File: src/rtl/ant_update_scheduler_pkg.sv
// Shared game parameters: ant count, coordinate widths and playfield size,
// plus the bounds test used when screening proposed moves.
package ant_update_scheduler_pkg;
  localparam int ANT_num      = 4;
  localparam int ANT_num_bits = 2;
  localparam int X_bits       = 8;
  localparam int Y_bits       = 8;
  localparam logic [X_bits-1:0] PIXELS_X = X_bits'(160);
  localparam logic [Y_bits-1:0] PIXELS_Y = Y_bits'(120);

  function automatic logic in_bounds(input logic [X_bits-1:0] x, input logic [Y_bits-1:0] y);
    return (x < PIXELS_X) && (y < PIXELS_Y);
  endfunction
endpackage

File: src/rtl/ant_update_scheduler_register.sv
// Loadable register with asynchronous active-low clear.
module ant_update_scheduler_register #(
  parameter int W = 2
) (
  input  logic         Clk,
  input  logic         RESET_n,
  input  logic         Ld,
  input  logic [W-1:0] D,
  output logic [W-1:0] Q
);
  always_ff @(posedge Clk or negedge RESET_n) begin
    if (!RESET_n) Q <= '0;
    else if (Ld) Q <= D;
  end
endmodule

File: src/rtl/ant_update_scheduler.sv
// Walks every ant once per frame: fetch, screen the proposed move through the
// shared collision checker (with timeout), then strobe the result to ant memory.
module ant_update_scheduler
  import ant_update_scheduler_pkg::*;
#(
  parameter int TIMEOUT_CYCLES = 15
) (
  input  logic                    Clk,
  input  logic                    RESET_n,
  input  logic                    SETUP_MODE,
  input  logic                    frame_tick,
  output logic [ANT_num_bits-1:0] ant_id,
  input  logic [X_bits-1:0]       prop_x,
  input  logic [Y_bits-1:0]       prop_y,
  output logic [X_bits-1:0]       collide_x,
  output logic [Y_bits-1:0]       collide_y,
  output logic                    collide_req,
  input  logic                    collide_ack,
  input  logic                    collision,
  output logic                    ant_we,
  output logic                    move_ok,
  output logic                    frame_busy,
  output logic                    frame_done,
  output logic                    frame_overrun
);
  typedef enum logic [2:0] {IDLE, FETCH, PROPOSE, COMMIT, NEXT} state_t;
  localparam int CNT_W = $clog2(TIMEOUT_CYCLES + 1);
  localparam logic [CNT_W-1:0] CNT_LIMIT = CNT_W'(TIMEOUT_CYCLES);
  localparam logic [ANT_num_bits-1:0] LAST_ID = ANT_num_bits'(ANT_num - 1);

  state_t                  state_reg;
  logic [CNT_W-1:0]        wait_cnt_reg;
  logic                    id_ld;
  logic [ANT_num_bits-1:0] id_next;

  // ant_id only moves on frame start, advance in NEXT, or a setup abort.
  always_comb begin
    id_ld   = 1'b0;
    id_next = '0;
    if (SETUP_MODE) begin
      id_ld = 1'b1;
    end else if (state_reg == IDLE && frame_tick) begin
      id_ld = 1'b1;
    end else if (state_reg == NEXT && ant_id != LAST_ID) begin
      id_ld   = 1'b1;
      id_next = ant_id + 1'b1;
    end
  end

  ant_update_scheduler_register #(.W(ANT_num_bits)) u_ant_id (
    .Clk     (Clk),
    .RESET_n (RESET_n),
    .Ld      (id_ld),
    .D       (id_next),
    .Q       (ant_id)
  );

  always_ff @(posedge Clk or negedge RESET_n) begin
    if (!RESET_n) begin
      state_reg     <= IDLE;
      wait_cnt_reg  <= '0;
      collide_x     <= '0;
      collide_y     <= '0;
      collide_req   <= 1'b0;
      ant_we        <= 1'b0;
      move_ok       <= 1'b0;
      frame_busy    <= 1'b0;
      frame_done    <= 1'b0;
      frame_overrun <= 1'b0;
    end else begin
      ant_we     <= 1'b0;
      frame_done <= 1'b0;
      if (frame_tick && frame_busy) frame_overrun <= 1'b1;

      if (SETUP_MODE) begin
        state_reg    <= IDLE;
        wait_cnt_reg <= '0;
        collide_req  <= 1'b0;
        frame_busy   <= 1'b0;
      end else begin
        case (state_reg)
          IDLE: begin
            if (frame_tick) begin
              state_reg  <= FETCH;
              frame_busy <= 1'b1;
            end
          end
          FETCH: state_reg <= PROPOSE;
          PROPOSE: begin
            // First PROPOSE cycle screens bounds; later cycles wait for the checker.
            if (!collide_req) begin
              if (!in_bounds(prop_x, prop_y)) begin
                move_ok   <= 1'b0;
                ant_we    <= 1'b1;
                state_reg <= COMMIT;
              end else begin
                collide_x    <= prop_x;
                collide_y    <= prop_y;
                collide_req  <= 1'b1;
                wait_cnt_reg <= '0;
              end
            end else if (collide_ack) begin
              move_ok      <= ~collision;
              collide_req  <= 1'b0;
              wait_cnt_reg <= '0;
              ant_we       <= 1'b1;
              state_reg    <= COMMIT;
            end else if (wait_cnt_reg == CNT_LIMIT) begin
              move_ok      <= 1'b0;
              collide_req  <= 1'b0;
              wait_cnt_reg <= '0;
              ant_we       <= 1'b1;
              state_reg    <= COMMIT;
            end else begin
              wait_cnt_reg <= wait_cnt_reg + 1'b1;
            end
          end
          COMMIT: state_reg <= NEXT;
          NEXT: begin
            if (ant_id == LAST_ID) begin
              frame_done <= 1'b1;
              frame_busy <= 1'b0;
              state_reg  <= IDLE;
            end else begin
              state_reg <= FETCH;
            end
          end
          default: state_reg <= IDLE;
        endcase
      end
    end
  end
endmodule
File: config.mk
export PLATFORM = sky130hd
export DESIGN_NAME = ant_update_scheduler
export DESIGN_NICKNAME = d
export VERILOG_FILES = /design/src/rtl/ant_update_scheduler_pkg.sv /design/src/rtl/ant_update_scheduler_register.sv /design/src/rtl/ant_update_scheduler.sv
export SDC_FILE = /design/constraint.sdc
export NUM_CORES = 1
export LEC_CHECK = 0
export BUFFER_PORTS_ARGS = -buffer_cell sky130_fd_sc_hd__buf_4
export CAP_MARGIN = 0
export CORE_ASPECT_RATIO = 0.6
export CORE_MARGIN = 4
export CORE_UTILIZATION = 30
export DETAILED_ROUTE_END_ITERATION = 8
export HOLD_SLACK_MARGIN = 0.05
export MAX_ROUTING_LAYER = met4
export RECOVER_POWER = 50
export SYNTH_ARGS = -nofsm -noshare
export SYNTH_HDL_FRONTEND = slang
export SYNTH_SLANG_ARGS = --single-unit
File: constraint.sdc
create_clock -name Clk -period 2.4 [get_ports Clk]
set_input_delay 0.12 -clock Clk [delete_from_list [all_inputs] [get_ports Clk]]
set_output_delay 0.12 -clock Clk [all_outputs]
set_load 0.05 [all_outputs]
# --- Word-level counts from Yosys, hierarchy flattened ---
# Cells that the tools add are included.
classes:
  reduce_logical: 13
  bitwise: 3
  n_mux: 43
  n_eq_ne: 13
  n_addsub: 2
  magnitude_cmp: 2
op_table:
  columns: ["op", "count"]
  rows:
  - ["1-bit 2-to-1 mux", 26]
  - ["4-bit 2-to-1 mux", 6]
  - ["3-bit 2-to-1 mux", 6]
  - ["3-bit one-hot mux with 5 select lines", 1]
  - ["8-bit by 7-bit < comparator with 1-bit output, second input constant", 1]
  - ["8-bit < comparator, second input constant", 1]
  - ["4-bit AND reduction", 2]
  - ["3-bit by 2-bit == test with 1-bit output, second input constant", 2]
  - ["2-bit 2-to-1 mux", 3]
  - ["3-bit AND reduction", 2]
  - ["3-bit nonzero test", 2]
  - ["5-bit inequality test, second input constant", 1]
  - ["4-bit by 1-bit adder with 4-bit output, second input constant", 1]
  - ["4-bit == test, second input constant", 1]
  - ["1-bit logical AND", 4]
  - ["2-bit inequality test, second input constant", 2]
  - ["4-bit inequality test, second input constant", 1]
  - ["3-bit by 1-bit == test with 1-bit output, second input constant", 1]
  - ["3-bit == test, second input constant", 1]
  - ["3-bit zero test", 1]
  - ["3-bit by 1-bit inequality test with 1-bit output, second input constant", 1]
  - ["3-bit by 2-bit inequality test with 1-bit output, second input constant", 1]
  - ["3-bit inequality test, second input constant", 1]
  - ["1-bit inverter", 3]
  - ["other kinds (5)", 5]
totals:
  regBits: 31
  out_inout_bits: 24
  wordCells: 87
  in_bits: 22

# --- Longest topological paths before layout ---
logic_depth:
  word_depth: 6
  depth_mapped: 6
  ltp_nobuf: 5

# --- By module ---
# Synthesis repeated with hierarchy kept, for this count alone.
hier_totals:
  cells_unflattened: 115
  area_unflattened_um2: 1422.6
modules_own_cells:
  columns: ["mod", "instances", "seq_area_each_um2", "area_each_um2", "cells_each"]
  rows:
  - ["ant_update_scheduler", 1, 725.7, 1350.0, 111]
  - ["ant_update_scheduler_register", 1, 50.0, 72.6, 4]

# --- Least setup slack after synthesis ---
# OpenSTA, ideal clock, no wires.
synth_path:
  path_kind: "flip-flop to flip-flop"
  startpoint: "register collide_req"
  endpoint: "register collide_x[2]"
  setup_ns: 0.125
  required_time_ns: 2.275
  arrival_ns: 1.657
  setup_slack_ns: 0.618
  path_buffers: 1
  period_less_slack_ns: 1.782
  path_stages_with_launch: 4
  cell_sequence: "dfrtp_1 nor4_4 buf_6 mux2_4"
synth_via:
  elab_chain_cells: 2
synth_lines:
  columns: ["element", "line", "rtl"]
  rows:
  - ["from (decl)", "ant_update_scheduler.sv:17", "output logic collide_req,"]
  - ["from (signal assigned)", "ant_update_scheduler.sv:64", "collide_req <= 1'b0;"]
  - ["from (signal assigned)", "ant_update_scheduler.sv:78", "collide_req <= 1'b0;"]
  - ["from (signal assigned)", "ant_update_scheduler.sv:99", "collide_req <= 1'b1;"]
  - ["1-bit inverter (no line)", null, null]
  - ["4-bit AND reduction (no line)", null, null]
  - ["to (signal assigned)", "ant_update_scheduler.sv:97", "collide_x <= prop_x;"]
  - ["to (decl)", "ant_update_scheduler.sv:15", "output logic [X_bits-1:0] collide_x,"]
# Every way passes these cells.
# A chain may end at the register's enable or synchronous reset.

# --- Worst setup path in the final report ---
layout_path:
  startpoint: "register state_reg[2]"
  endpoint: "register collide_x[1]"
layout_via:
  elab_chain_cells: 2
layout_lines:
  columns: ["element", "line", "rtl"]
  rows:
  - ["from (decl)", "ant_update_scheduler.sv:31", "state_t state_reg;"]
  - ["from (signal assigned)", "ant_update_scheduler.sv:60", "state_reg <= IDLE;"]
  - ["from (signal assigned)", "ant_update_scheduler.sv:76", "state_reg <= IDLE;"]
  - ["from (signal assigned)", "ant_update_scheduler.sv:84", "state_reg <= FETCH;"]
  - ["3-bit by 2-bit == test with 1-bit output", "ant_update_scheduler.sv:81", "case (state_reg)"]
  - ["4-bit AND reduction (no line)", null, null]
# Every way passes these cells.

==> key figures <==
Run status
  – Outcome: finished clean

Layout
  – Most frequent cells in the layout: 37 x buf_4, 31 x dfrtp_1, 9 x mux2_4, 9 x clkbuf_1
  – Final non-filler cell area: 0.00194 mm2
  – Layout area overhead: 35.5%
  – N_diodes: 0
  – # nets final: 190
  – Commonest non-fill, non-tap cell in the layout: buf_4
  – Share of layout cells above drive strength 1: around 37%

Yosys
  – Post-synth EDFFs: 0
  – #FFs+latches synth: 31
  – Synthesized area per cell: 12.6 um2
  – Synthesis Warnings: 0
  – Sequential share of the synthesized area: ~54%
  – Ys async rst share: 100%
  – Unique masters post-synth: 36
  – Mapped Area: 0.00143 mm2
  – Post-Syn Nets: 138
  – Syn Inst Count: 114
  – Predominant post-synthesis flop cell: dfrtp_1

Timing
  – RSZ-0062 raised after global routing: no
  – Pins Over Slew Limit: 0
  – Max Freq: between 0.5 and 0.6 GHz
  – Worst clock skew: 5.97 ps
  – Rel. slew slack: 59.4%
  – Slew at the pin closest to its max-slew limit: roughly 610 ps
  – Final Hold Fails: 0
  – Final setup viols: 0
  – Fin crit share: 74.4%
  – Setup_tns: 0 ps
  – Final min period: 1780 ps

Placement
  – DP Wirelength: 2600 um
  – IO Port Bufs: 45
  – Placed inst area: 0.00182 mm2
  – Final GP Congestion: 0.802

Drt
  – TritonRoute pass-1 iters: 4
  – Drt drc: 0
  – 1st-iter DRT viols: 39
  – Vias per std cell: 4.69
  – Wire length per cell: 14.8 um
  – Vias: around 1.1k
  – Antenna Nets Post-Route: 0
  – Detailed Route WL: between 3000 and 4000 um

Setup path
  – Top fanout value on the critical path: 16
  – Critical Path Start: state_reg[2]
  – CP Class: flop to flop
  – Critical path endpoint category: flop
  – Worst r2r path cells: 5
  – Crit start category: flop
  – Critical Path AT: 1950 ps
  – FF-to-FF Start: state_reg[2]
  – WP data required: 2570 ps

GRT
  – Initial antenna violation count: 0
  – Grt total ovfl: 0
  – GRT Total Usage: between 10% and 20%
  – First-pass GRT wire length: approximately 5700 um
  – Vias in the first global route: 1147
  – Pin count of the biggest net entering global routing: 32

Die
  – Die area: 0.00598 mm2
  – Io pins: 46
  – Initial Util: 31.2%
  – Row count: 19
  – Die height: slightly above 60 um
  – DIE WIDTH: 97.2 um
  – Core area: 0.00459 mm2

Clock tree
  – Post-cts resize count: 0
  – Worst-path clk slew: approximately 70 ps
  – CTS Root Buffer Type: clkbuf_8
  – Sink Count: 31
  – Clock Latency Late Sink: 280 ps
  – CTS Buf Count: 5
  – H-Tree Level Count: 2
  – CTS tree: done
  – Clock Path Buffers: 2

Run
  – Max Cap Viol: 0

Hold path
  – HP Class: input pin to flop
  – Hold Path Depth: 2
  – HP Start: prop_y[0]

Power and ir drop
  – PwrDens: 1060 mW/mm2
  – Overall Power: 0.00206 W
  – P_leak: 0.913 nW
  – IR drop worst, VDD: around 0.00037 V
worst max-delay path, stage by stage, from the launching register on:
cell and delay, ps:
dfrtp_1 470, nor2_1 170, nand3b_1 180, nor4_4 170, buf_4 310, mux2_2 370
per-layer routing:
metal / GRT usage [%] / wire (um)
met5: - / 0
met4: 5.33 / 48
met3: 3.73 / 103
met2: 21.7 / 1780
met1: 14.9 / 1470
cells in the mapped netlist, drive strengths merged, types with 2 or more instances:
| master | instances | area (um2) |
|---|---|---|
| dfrtp | 31 | 776 |
| mux2 | 16 | 214 |
| nor3 | 7 | 35.0 |
| o21ai | 7 | 35.0 |
| nand2 | 6 | 22.5 |
| nor2 | 5 | 21.3 |
| buf | 4 | 32.5 |
| nand2b | 3 | 18.8 |
| nand3b | 3 | 22.5 |
| a21o | 2 | 15.0 |
| a21oi | 2 | 10.0 |
| a22o | 2 | 17.5 |
| a311oi | 2 | 17.5 |
| a31oi | 2 | 12.5 |
| and2 | 2 | 12.5 |
| and3 | 2 | 12.5 |
| ha | 2 | 25.0 |
| nor4 | 2 | 27.5 |
final timing paths:
check,to,slack (ps)
setup / recovery,collide_x[1],620
hold / removal,collide_y[0],70
setup reg to reg,collide_x[1],620
hold reg to reg,frame_overrun,450
max in group asynchronous,wait_cnt_reg[1],1810
min in group asynchronous,u_ant_id.Q[0],300
final cells by class:
cell class                      count  area [um2]
Multi-Input combinational cell     77         614
Inverter                            1        3.75
Timing Repair Buffer               50         352
Sequential cell                    31         776
Clock buffer                        6        82.6
Clock inverter                      2        35.0
Tap cell                           63        78.8
Fill cell                         397        2650
timing repair:
item	4_1_cts	5_1_grt
hold endpoints to repair	31	3
hold buffers	1	3
setup buffers	0	0
endpoints found under the setup margin	0	0
metrics by stage:
step,hold WS (ps),setup slack (ps),utilization (%),instances
3_3_place_gp,71.1,746,39.7,218
6_report,67.9,615,42.3,230
3_5_place_dp,76.9,654,39.7,218
5_1_grt,52.5,519,42.3,230
4_1_cts,55.5,629,42.5,227
2_1_floorplan,-176,618,-,114
logic make-up after synthesis:
group	after synthesis	share of synthesized area [%]
AND/OR/NAND/NOR	34	14.1
flip-flops	31	54.1
AO/OA/AOI/OAI	23	11.0
multiplexers	17	15.6
buffers and inverters	6	2.79
adder cells (fa/ha/maj)	2	1.75
XOR/XNOR	1	0.611
power breakdown:
group	internal [W]	switching [W]	leakage [nW]
clock network	0.000336	0.000196	0.0612
registers	0.000638	0.0000819	0.405
logic	0.000276	0.000528	0.446
Power figures use the tool's default switching activity.
